`config.mk`:
```
export PLATFORM = sky130hd
export DESIGN_NAME = pipe_fetch_unit
export DESIGN_NICKNAME = d
export VERILOG_FILES = /design/src/rtl/pipe_fetch_unit.sv
export SDC_FILE = /design/constraint.sdc
export NUM_CORES = 1
export LEC_CHECK = 0
export ABC_CLOCK_PERIOD_IN_PS = 9680
export CORE_MARGIN = 2
export CORE_UTILIZATION = 58
export DETAILED_ROUTE_END_ITERATION = 7
export PLACE_DENSITY = 0.92
export SLEW_MARGIN = 15
export SYNTH_ARGS = -nofsm -noshare
export SYNTH_HDL_FRONTEND = slang
export SYNTH_SLANG_ARGS = --single-unit
```
`constraint.sdc`:
```
create_clock -name clock -period 9.68 [get_ports clock]
set_input_delay 0.968 -clock clock [delete_from_list [all_inputs] [get_ports clock]]
set_output_delay 0.968 -clock clock [all_outputs]
set_load 0.02 [all_outputs]
```
`src/rtl/pipe_fetch_unit.sv`:
```
// Instruction-fetch stage: issues in-order word fetches, buffers returned words and feeds the
// F/D register, honouring decode stalls and single-delay-slot redirects.
module pipe_fetch_unit #(
    parameter logic [31:0] RESET_PC = 32'h0000_0000,
    parameter int unsigned DEPTH    = 2
) (
    input  logic        clock,
    input  logic        resetn,
    input  logic        wpcir,
    input  logic [1:0]  pcsource,
    input  logic [31:0] bpc,
    input  logic [31:0] rpc,
    input  logic [31:0] jpc,
    output logic        imem_req,
    output logic [31:0] imem_addr,
    input  logic        imem_ack,
    input  logic [31:0] imem_rdata,
    output logic [31:0] inst,
    output logic [31:0] dpc4,
    output logic        dvalid
);
    localparam int unsigned XW = 32;
    localparam int unsigned PW = $clog2(DEPTH);
    localparam int unsigned CW = $clog2(DEPTH + 1);

    logic [XW-1:0] r_fifo_inst [DEPTH];
    logic [XW-1:0] r_fifo_pc4  [DEPTH];
    logic [PW-1:0] r_rd_ptr;
    logic [PW-1:0] r_wr_ptr;
    logic [CW-1:0] r_count;
    logic          r_req;
    logic [XW-1:0] r_addr;
    logic [XW-1:0] r_fpc;
    logic [XW-1:0] r_target;
    logic          r_pending;
    logic          r_discard;
    logic [XW-1:0] r_inst;
    logic [XW-1:0] r_dpc4;
    logic          r_dvalid;

    logic          w_ack;
    logic          w_fifo_empty;
    logic          w_fd_load;
    logic          w_redir;
    logic          w_flush;
    logic          w_pop;
    logic          w_push;
    logic          w_bypass;
    logic          w_push_mem;
    logic          w_issue;
    logic          w_pend_eff;
    logic [CW-1:0] w_count_next;
    logic [XW-1:0] w_target;
    logic [XW-1:0] w_fpc_eff;
    logic [XW-1:0] w_tgt_eff;
    logic [XW-1:0] w_fpc_next;

    assign imem_req  = r_req;
    assign imem_addr = r_addr;
    assign inst      = r_inst;
    assign dpc4      = r_dpc4;
    assign dvalid    = r_dvalid;

    // Handshake, FIFO movement and redirect resolution for this cycle.
    always_comb begin
        w_ack        = r_req & imem_ack;
        w_fifo_empty = (r_count == '0);
        w_fd_load    = wpcir | ~r_dvalid;
        w_redir      = r_dvalid & wpcir & (pcsource != 2'b00);
        w_flush      = w_redir & ~w_fifo_empty;
        w_pop        = w_fd_load & ~w_fifo_empty;
        w_push       = w_ack & ~r_discard & ~w_flush;
        w_bypass     = w_push & w_fd_load & w_fifo_empty;
        w_push_mem   = w_push & ~w_bypass;

        w_target = jpc;
        case (pcsource)
            2'b01:   w_target = bpc;
            2'b10:   w_target = rpc;
            default: w_target = jpc;
        endcase

        if (w_flush) w_count_next = '0;
        else         w_count_next = r_count - CW'(w_pop) + CW'(w_push_mem);

        // One outstanding fetch at most, and only with a FIFO slot reserved for its word.
        w_issue = (~r_req | imem_ack) & (w_count_next < CW'(DEPTH));

        w_fpc_eff  = r_fpc;
        w_pend_eff = r_pending;
        w_tgt_eff  = r_target;
        if (w_redir) begin
            if (w_flush || r_req) begin
                // Delay slot is already in the FIFO head or in flight: fetch resumes at target.
                w_fpc_eff  = w_target;
                w_pend_eff = 1'b0;
            end else begin
                w_fpc_eff  = r_dpc4;
                w_pend_eff = 1'b1;
                w_tgt_eff  = w_target;
            end
        end
        w_fpc_next = w_pend_eff ? w_tgt_eff : (w_fpc_eff + 32'd4);
    end

    always_ff @(posedge clock or negedge resetn) begin
        if (!resetn) begin
            r_req     <= 1'b0;
            r_addr    <= RESET_PC;
            r_fpc     <= RESET_PC;
            r_target  <= '0;
            r_pending <= 1'b0;
            r_discard <= 1'b0;
            r_count   <= '0;
            r_rd_ptr  <= '0;
            r_wr_ptr  <= '0;
            r_inst    <= '0;
            r_dpc4    <= '0;
            r_dvalid  <= 1'b0;
        end else begin
            if (w_issue) begin
                r_req     <= 1'b1;
                r_addr    <= w_fpc_eff;
                r_fpc     <= w_fpc_next;
                r_pending <= 1'b0;
            end else begin
                r_req     <= r_req & ~imem_ack;
                r_fpc     <= w_fpc_eff;
                r_pending <= w_pend_eff;
            end
            r_target <= w_tgt_eff;

            if (w_ack)                r_discard <= 1'b0;
            else if (w_flush && r_req) r_discard <= 1'b1;

            r_count <= w_count_next;
            if (w_flush) begin
                r_rd_ptr <= '0;
                r_wr_ptr <= '0;
            end else begin
                if (w_pop)      r_rd_ptr <= r_rd_ptr + PW'(1);
                if (w_push_mem) r_wr_ptr <= r_wr_ptr + PW'(1);
            end

            if (w_fd_load) begin
                if (w_pop) begin
                    r_inst   <= r_fifo_inst[r_rd_ptr];
                    r_dpc4   <= r_fifo_pc4[r_rd_ptr];
                    r_dvalid <= 1'b1;
                end else if (w_bypass) begin
                    r_inst   <= imem_rdata;
                    r_dpc4   <= r_addr + 32'd4;
                    r_dvalid <= 1'b1;
                end else begin
                    r_dvalid <= 1'b0;
                end
            end
        end
    end

    // Word storage needs no reset: occupancy is tracked by r_count.
    always_ff @(posedge clock) begin
        if (w_push_mem) begin
            r_fifo_inst[r_wr_ptr] <= imem_rdata;
            r_fifo_pc4[r_wr_ptr]  <= r_addr + 32'd4;
        end
    end
endmodule

```
Word level (Yosys, flattened, before mapping)
Memory sizes are Yosys's and may differ from the RTL's.
Index checks and enable logic that the tools add are counted.
Widths: inputs -> output; s select.
{"block": "totals", "register_bits": 168, "latchBits": 0, "mem_bits_rw": 128, "romBits": 0, "output_inout_bits": 98, "word_cells": 79, "mem_count": 2}
{"block": "op_classes", "n_addsub": 6, "n_mul": 0, "n_div": 0, "magnitude_cmp": 1, "eq_ne": 2, "shifts": 0, "muxes": 26, "bitwise_logic": 21, "reduce_logical": 9}
{"memory": "r_fifo_inst", "depth": 2, "word_bits": 32, "read_ports": 1, "rd_ports_with_merged_regs": 0, "wr": 1, "line": "26", "source": "logic [XW-1:0] r_fifo_inst [DEPTH];"}
{"memory": "r_fifo_pc4", "depth": 2, "word_bits": 32, "read_ports": 1, "rd_ports_with_merged_regs": 0, "wr": 1, "line": "27", "source": "logic [XW-1:0] r_fifo_pc4 [DEPTH];"}
{"op": "$mux 32", "count": 10}
{"op": "$add 32x3->32 const B", "count": 2}
{"op": "$pmux 32 s2", "count": 1}
{"op": "$mux 1", "count": 14}
{"op": "$and 1x1->1", "count": 12}
{"op": "$reduce_bool 2->1", "count": 5}
{"op": "$not 1->1", "count": 7}
{"op": "$add 1x1->1 const B", "count": 2}
{"op": "$add 2x1->2", "count": 1}
{"op": "$eq 2x1->1 const B", "count": 1}
{"op": "$eq 2x2->1 const B", "count": 1}
{"op": "$logic_not 2->1", "count": 1}
{"op": "$lt 2x2->1 const B", "count": 1}
{"op": "$mux 2", "count": 1}
{"op": "$or 1x1->1", "count": 2}
{"op": "$reduce_and 2->1", "count": 1}
{"op": "$sub 2x1->2", "count": 1}
{"op": "$logic_and 1x1->1", "count": 1}
{"op": "$logic_or 1x1->1", "count": 1}

Logic depth before layout (Yosys ltp)
Gate-level depths: netlist (run 1).
{"block": "logic_depth", "depth_word": 14, "depth_mapped": 17, "mapped_depth_nobuf": 16}

Worst setup path after synthesis (run 1)
OpenSTA, ideal clock, no wires.
{"block": "synth_path", "kind": "input to register", "from": "in pcsource[0]", "to": "mem r_fifo_inst[0][0] (enable)", "setup_ns": 0.488, "arrival_ns": 4.239, "required_ns": 9.192, "slack_ns": 4.953, "cell_stages": 6, "path_buffers": 0, "cell_sequence": "inv_1 ha_1 nor2b_1 o21ai_0 nand2_1 nor2_1"}
{"block": "synth_between", "elab_chain_len": 11}
{"item": "from (decl)", "line": "10", "source": "input logic [1:0] pcsource,"}
{"item": "$reduce_bool 2->1 (*)", "line": "69", "source": "w_redir = r_dvalid & wpcir & (pcsource != 2'b00);"}
{"item": "$and 1x1->1 (*)", "line": "69"}
{"item": "$and 1x1->1 (*)", "line": "70", "source": "w_flush = w_redir & ~w_fifo_empty;"}
{"item": "$not 1->1 (*)", "line": "72", "source": "w_push = w_ack & ~r_discard & ~w_flush;"}
{"item": "$and 1x1->1 (*)", "line": "72"}
{"item": "$and 1x1->1 (2 in series)", "line": "73", "source": "w_bypass = w_push & w_fd_load & w_fifo_empty;"}
{"item": "$not 1->1", "line": "74", "source": "w_push_mem = w_push & ~w_bypass;"}
{"item": "$and 1x1->1 (*)", "line": "74"}
{"item": "$mux 1 (*)", "line": "163", "source": "if (w_push_mem) begin"}
{"item": "$mux 1 (implied by the code) (*)", "line": "164", "source": "r_fifo_inst[r_wr_ptr] <= imem_rdata;"}
{"item": "to (decl)", "line": "26"}
Mark *: on every way between the ends. The rest lies on a longest branch, timed or not.

Final worst setup path (run 1)
{"block": "layout_path", "from": "in pcsource[0]", "to": "reg r_fpc[16]"}
{"block": "layout_between", "elab_cells_between_ends": 26}
{"item": "$reduce_bool 2->1", "line": "69"}
{"item": "$and 1x1->1", "line": "69"}
{"item": "$and 1x1->1", "line": "70"}
{"item": "$logic_or 1x1->1", "line": "93", "source": "if (w_flush || r_req) begin"}
{"item": "$mux 32", "line": "93"}
{"item": "$mux 32 (*)", "line": "92", "source": "if (w_redir) begin"}
{"item": "net w_fpc_eff[2]", "line": "54", "source": "logic [XW-1:0] w_fpc_eff;"}
{"item": "$add 32x3->32 (*)", "line": "103", "source": "w_fpc_next = w_pend_eff ? w_tgt_eff : (w_fpc_eff + 32'd4);"}
{"item": "$mux 32 (*)", "line": "103"}
{"item": "$mux 32 (*)", "line": "121", "source": "if (w_issue) begin"}
{"item": "to (signal assigned)", "line": "124", "source": "r_fpc <= w_fpc_next;"}
{"item": "to (signal assigned)", "line": "128", "source": "r_fpc <= w_fpc_eff;"}
{"item": "to (decl)", "line": "33", "source": "logic [XW-1:0] r_fpc;"}
The timed path passes the listed nets; every way through them passes the cells marked *.
A chain may end at the register's enable or synchronous reset.

==> results by group, run 1 <==
Power and ir drop
  • Reg power frac: 38.3%
  • Clock network fraction of design power: about 20%
  • Net Sw Power: 2322 uW
  • Gate power share: 42.2%
  • Pwr dens: approximately 330 nW/um^2
  • VDD IR max: 0.0001561 V
  • Switching share of power: 40.45%
  • P_leak: approximately 0.0070 uW
  • Internal power: 3418 uW

Setup path
  • CP bufs+invs: 4
  • Top cell family by delay on the critical path: simple AND/OR/NAND/NOR gates
  • FF-to-FF path depth: 13
  • Crit path arrival time: roughly 5200 ps
  • Worst setup EP type: register
  • Slowest CP cell: ha_1
  • Crit path depth: 14
  • Critical path fanouts, max: 32
  • Worst path max stage delay: 860 ps
  • Worst path most repeated cell: inv_1
  • WS Path Type: input pin to register
  • CP cell instances: clkdlybuf4s50_1 > inv_1 > ha_1 > a22oi_1 > a211oi_1 > o22ai_1 > inv_1 > ha_1 > inv_1 > nor4_2 > nand4_2 > nor3_1 > mux2_2 > a221oi_1
  • Worst EP required: 10120 ps
  • CP Launch Type: input pin

Timing
  • Slew @ Worst Pin: 1162 ps
  • Setup Skew: 27.32 ps
  • Max Clock Freq: 0.2087 GHz
  • RSZ-0062 raised after global routing: false
  • Worst setup margin: about 5000 ps
  • Relative slew slack: 22.55%
  • Max-slew violations: 0
  • Total Neg Setup Slack: 0 ps
  • Final setup fails: 0
  • Fin crit period: 4792 ps
  • Final period utilization: between 40% and 50%
  • Fin. Hold Viols: 0

Cells and area
  • Antenna fix cells: 0
  • NumNets Final: about 1600
  • Layout Utilization: 73.95%
  • Fillers: about 1500
  • Fin cells: 1842
  • Area grow syn2layout: 24.52%
  • Layout cells sized above 1: under 10%

Synthesis
  • Mux cell area share after synthesis: 6.532%
  • Syn_area_per_cell: roughly 11 um^2
  • Mapped cell area: around 14000 um^2
  • Synth warn: 0
  • Syn Nets: around 1500
  • Asr flop ratio synth: 56.76%
  • Register area share after synthesis: between 50% and 60%
  • Simple-gate share of the synthesized area: between 10% and 20%
  • Yosys reg bits: slightly below 300
  • Unique masters post-synth: 57
  • XOR/XNOR Fraction of Synth Area: 1.811%
  • Synth Area in Adders: less than 1%
  • Synth Area in Compound Gates: between 10% and 20%
  • Syn Inst Count: 1312
  • Number of synthesized flops with an enable pin: 128
  • Post-synth top flop: dfrtp_1
  • Main combinational cell family by area after synthesis: compound AO/OA/AOI/OAI gates

Routing
  • Vias/cell: 6.294
  • DRT antenna net count: 0
  • Vias after detailed routing: 11593
  • Initial drt markers: 1767
  • Wire per inst: 21.05 um
  • # DRC: 0
  • Routed Wire Length: 38780 um
  • Drt pass-1 iters: 5

Clocking
  • Cts repair resizes: 0
  • CTS Sinks: 296
  • Clock Latency Late Sink: between 500 and 600 ps
  • CTS root buf: clkbuf_16
  • Buffer depth of the longest clock path: 3
  • CTS Hold Buffers Added: 0
  • Clock transition at path regs: 60 ps
  • Num CTS Buffers: 28
  • H-tree Lvls: 1
  • CTS tree: built
  • Post-CTS setup buffer count: 0

Floorplanning
  • # rows: 56
  • Die Y: around 160 um
  • Ports: 232
  • Initial core utilization: between 50% and 60%
  • Die Wd: between 150 and 200 um
  • Die area: around 25000 um^2
  • Core box area: between 20000 and 25000 um^2

Placement
  • Gpl congestion: around 0.95
  • Worst slack, placed: 4075 ps
  • Dpl cells: 1789
  • Port-buffer cells: about 230
  • HPWL after DPL: 25800 um

Global route
  • Total gr overflow: 0
  • Global-route wire length before repair: 61180 um
  • Vias in the first global route: about 11000
  • Largest net degree at the start of global routing: 132
  • GR Util All Layers: 29.97%
  • Antenna violations before repair: 0

Min path
  • Worst Hold Class: input pin to async pin

Run
  • Max Cap Viol: 0

Outcome
  • Status: complete, no violations
cell usage in the layout (no fill, tap or decap), types with 8 or more instances in the layout:
cell	n
buf_4	13
dfrtp_1	167
nor2_1	82
o22ai_1	29
o21ai_0	166
nand4_1	9
clkbuf_1	9
mux2_2	12
a221oi_1	11
nand3_1	22
clkdlybuf4s50_1	230
a211o_1	8
inv_1	13
a211oi_1	45
a21o_1	47
xor2_1	8
clkbuf_16	28
a22oi_1	28
nand2_1	208
a21oi_1	37
nor3_1	16
xnor2_1	21
edfxtp_1	128
mux2i_1	78
cell families after synthesis:
family,count (synthesis)
adders and majority gates,7
buffers and inverters,99
muxes,90
and+or+nand+nor,385
xor gates and xnor gates,29
DFF,296
AOI/OAI and AO/OA,406
cells in the mapped netlist (all sizes together) (2+ instances only):
| master | n | area, um^2 |
|---|---|---|
| nand2 | 209 | 784.5 |
| mux2i | 78 | 780.8 |
| o2bb2ai | 2 | 17.52 |
| a22o | 6 | 52.55 |
| nand4 | 10 | 68.81 |
| a21o | 47 | 352.8 |
| nor3 | 17 | 96.35 |
| o22a | 6 | 52.55 |
| and2 | 3 | 18.77 |
| ha | 7 | 87.58 |
| a221o | 2 | 20.02 |
| o21a | 4 | 30.03 |
| a221oi | 13 | 126.4 |
| dfrtp | 168 | 4204 |
| or3 | 6 | 37.54 |
| nor2b | 3 | 18.77 |
| nor4 | 10 | 96.35 |
| a211oi | 45 | 337.8 |
| clkbuf | 50 | 187.7 |
| o41ai | 2 | 17.52 |
| a22oi | 28 | 210.2 |
| xnor2 | 21 | 183.9 |
| a21oi | 38 | 193.9 |
| inv | 13 | 48.80 |
| and4 | 3 | 26.28 |
| edfxtp | 128 | 3844 |
| and3 | 4 | 25.02 |
| nor2 | 84 | 315.3 |
| nand3 | 23 | 120.1 |
| or2 | 2 | 12.51 |
| a211o | 8 | 70.07 |
| o31ai | 5 | 37.54 |
| nand2b | 5 | 31.28 |
| buf | 36 | 197.7 |
| nand3b | 3 | 22.52 |
| xor2 | 8 | 70.07 |
| o22ai | 29 | 181.4 |
| o21ai | 167 | 835.8 |
| o211ai | 2 | 15.01 |
| mux2 | 12 | 135.1 |
path summary, 6_finish.rpt:
path / from / end / slack (ps)
worst max-delay path: pcsource[0] / r_fpc[16] / 4890
worst min-delay path: resetn / inst[13] / 310
worst max register to register: r_count[1] / r_fpc[31] / 5540
worst min register to register: r_target[26] / r_target[26] / 480
max in group asynchronous: resetn / imem_addr[13] / 7330
min in group clock: r_target[26] / r_target[26] / 480
metrics by stage:
step           hold slack, ps  power, uW  area [um^2]
6_report                310.6       5740        17460
5_1_grt                 331.5       6024        17460
4_1_cts                 307.7       5695        17430
3_5_place_dp            464.6       4553        16500
3_3_place_gp            459.7       4423        16500
2_1_floorplan           445.8       3581        14020
flip-flops by register name (all words and copies together) (netlist names):
name and count:
dpc4 32, dvalid 1, imem_addr 32, imem_req 1
inst 32, r_count 2, r_discard 1, r_fifo_inst 64
r_fifo_pc4 64, r_fpc 32, r_pending 1, r_rd_ptr 1
r_target 32, r_wr_ptr 1
power groups by stage:
| stage | combinational [uW] | clock (uW) | sequential (uW) |
|---|---|---|---|
| after global placement | 2240 | 0 | 2180 |
| after detailed placement | 2350 | 0 | 2200 |
| after CTS | 2390 | 1120 | 2190 |
| after global routing | 2620 | 1170 | 2240 |
| final | 2420 | 1120 | 2200 |
| after floorplan | 1310 | 0 | 2270 |
cell type report:
cell class	instances	area (um^2)	area share, %
inverter	13	48.80	0.2795
tap	319	399.1	2.286
clock buffer	42	803.3	4.600
timing repair buffer	245	2439	13.97
sequential	296	8051	46.11
multi-input combinational	917	5587	32.00
clock inverter	10	132.6	0.7596
routing by layer:
metal | GRT usage [%] | part of all wire [%] | vias to the layer above
li1 | - | - | 5195
met1 | 41.99 | 40 | 5558
met2 | 47.99 | 47 | 725
met3 | 4.168 | 8.9 | 115
met4 | 11.53 | 4.2 | 0
met5 | 0 | 0 | -
(Power assumes the default switching activity.)
==> inputs of run 2 (changes only) <==
ABC_CLOCK_PERIOD_IN_PS = 4280   (was 9680)
CORE_UTILIZATION = 49   (was 58)
PLACE_DENSITY = 0.83   (was 0.92)
clock period = 4.28 ns   (was 9.68 ns; I/O delays follow)
==> run 2 against run 1 <==
The flow now finishes with violations (hold timing). Critical path type unchanged. Largest power group unchanged. Clock skew is 13 ps lower. Clock-buffer cell count stayed put. Sequential cell count stayed put. Die area is 18% higher.
==> results by group, run 2 (synthesis results as in run 1) <==
Global route
  • Global-route wire length before repair: 56960 um (-6.9%)
  • GR Util All Layers: 23.31% (-6.7 points)
  • Vias in the first global route: 10463 (-6.6%)
  • Largest net degree at the start of global routing: 130 (-1.5%)
  • Total gr overflow: 0 (unchanged)
  • Antenna violations before repair: 0 (unchanged)

Clocking
  • Cts repair resizes: 0 (unchanged)
  • CTS tree: built
  • Num CTS Buffers: 31 (+11%)
  • Clock Latency Late Sink: 550 ps (about the same)
  • Post-CTS setup buffer count: 0 (unchanged)
  • H-tree Lvls: 1 (unchanged)
  • CTS Hold Buffers Added: 0 (unchanged)
  • CTS root buf: clkbuf_16
  • Clock transition at path regs: 60 ps (about the same)
  • CTS Sinks: 296 (unchanged)
  • Buffer depth of the longest clock path: 3 (unchanged)

Routing
  • Routed Wire Length: 36240 um (-6.6%)
  • # DRC: 0 (unchanged)
  • Drt pass-1 iters: 5 (unchanged)
  • Initial drt markers: 1301 (-26%)
  • Vias/cell: 5.800 (-7.8%)
  • Wire per inst: 18.85 um (-10%)
  • DRT antenna net count: 0 (unchanged)
  • Vias after detailed routing: 11147 (-3.8%)

Floorplanning
  • Initial core utilization: 50.06% (-9.3 points)
  • Die Y: 173.2 um (+8.6%)
  • Die Wd: 173.2 um (+8.6%)
  • Core box area: 28010 um^2 (+19%)
  • Die area: 29990 um^2 (+18%)
  • Ports: 232 (unchanged)
  • # rows: 61 (+8.9%)

Setup path
  • CP Launch Type: input pin
  • Worst path max stage delay: 510 ps (-350 ps)
  • Slowest CP cell: nor4_1
  • Top cell family by delay on the critical path: simple AND/OR/NAND/NOR gates
  • Critical path fanouts, max: 75 (+130%)
  • CP bufs+invs: 3 (-1)
  • Worst EP required: 4710 ps (-5410 ps)
  • Worst setup EP type: register
  • Crit path arrival time: 4150 ps (-1080 ps)
  • CP cell instances: clkdlybuf4s50_1 > inv_1 > ha_2 > buf_12 > nor2_1 > a211oi_1 > o22ai_1 > nor4_2 > nand3_1 > nor4_1 > a22o_1 > a221oi_2
  • WS Path Type: input pin to register

Cells and area
  • Most frequent cells in the layout: 230 x clkdlybuf4s50_1, 208 x nand2_1, 167 x dfrtp_1, 166 x o21ai_0, 128 x edfxtp_1
  • Layout cells sized above 1: 7.513% (+1.5 points)
  • Fin cells: 1922 (+4.3%)
  • Biggest regs: r_fifo_inst (64), r_fifo_pc4 (64)
  • Antenna fix cells: 0 (unchanged)
  • Layout Utilization: 63.47% (-10 points)
  • Area grow syn2layout: 26.80%
  • Most common library cell in the layout ignoring fill and taps: clkdlybuf4s50_1
  • Fillers: 2205 (+44%)
  • NumNets Final: 1660 (+1.1%)

Run
  • Max Cap Viol: 0 (unchanged)

Timing
  • Slew @ Worst Pin: 1220 ps (+58.71 ps)
  • Final period utilization: between 80% and 90%
  • Total Neg Setup Slack: 0 ps (unchanged)
  • Setup Skew: 14.73 ps (-12.60 ps)
  • RSZ-0062 raised after global routing: false
  • Final setup fails: 0 (unchanged)
  • Fin. Hold Viols: 8 (+8)
  • Worst hold margin: -9.569 ps (-320.2 ps)
  • Max Clock Freq: 0.2683 GHz
  • Fin crit period: approximately 3700 ps
  • Max-slew violations: 0 (unchanged)
  • Relative slew slack: 18.63% (-3.9 points)

Placement
  • Dpl cells: 1863 (+4.1%)
  • Port-buffer cells: 231 (unchanged)
  • Gpl congestion: 0.9309 (-1.8%)
  • HPWL after DPL: 24580 um (-4.8%)

Min path
  • Worst Hold Class: input pin to async pin

Outcome
  • Failing checks: hold timing
  • Status: complete, but fails checks

Power and ir drop
  • VDD IR max: 0.0005356 V (+240%)
  • P_leak: 0.007112 uW (+2.0%)
  • Pwr dens: 730.8 nW/um^2 (+120%)
## run 2: cell count changes in the layout (fill, tap and decap cells not counted), sizes merged
cell    change
clkinv      +5
inv         +3
bufinv      -2
buf        +15
## run 2: worst paths after layout
kind | from | to | slack (ps) | depth (start not counted)
min in group clock | inst[22] | inst[22] | 480 | 2
worst min register to register | inst[22] | inst[22] | 480 | 2
max in group asynchronous | resetn | r_target[12] | 3340 | 2
worst min-delay path | resetn | inst[11] | -10 | 1
worst max register to register | r_count[1] | r_fpc[0] | 690 | 13
worst max-delay path | pcsource[1] | r_fpc[21] | 550 | 12
## run 2: area by class of cell
type	instances	area [um^2]	share of cell area (%)
clock buffers	42	867.1	4.877
clock inverters	16	113.9	0.6404
inverters	13	48.80	0.2745
multi-input cells	917	5587	31.42
flip-flops and latches	296	8051	45.28
well taps	378	473.0	2.660
repair buffers	260	2639	14.84
## run 2: routing by layer
layer	up-vias	track usage, %	share of wire [%]
met5	-	0	0
met4	0	6.073	2.2
met3	48	3.386	6.8
met2	492	36.38	46
met1	5372	34.36	45
li1	5235	-	-
## run 2: report_power, final
group,total (uW),switching (uW),internal (uW)
sequential,4950,889,4060
clock,2580,1100,1480
combinational,5470,3140,2330
## run 2: through the flow
stage / worst slack (ps) / total power, uW / area [um^2]
after CTS: 726.0 / 13000 / 17750
after global placement: 301.8 / 10200 / 16770
after global routing: 445.5 / 13720 / 17780
after floorplan: 93.15 / 8100 / 14020
after detailed placement: 150.1 / 10400 / 16770
final: 552.5 / 12990 / 17780
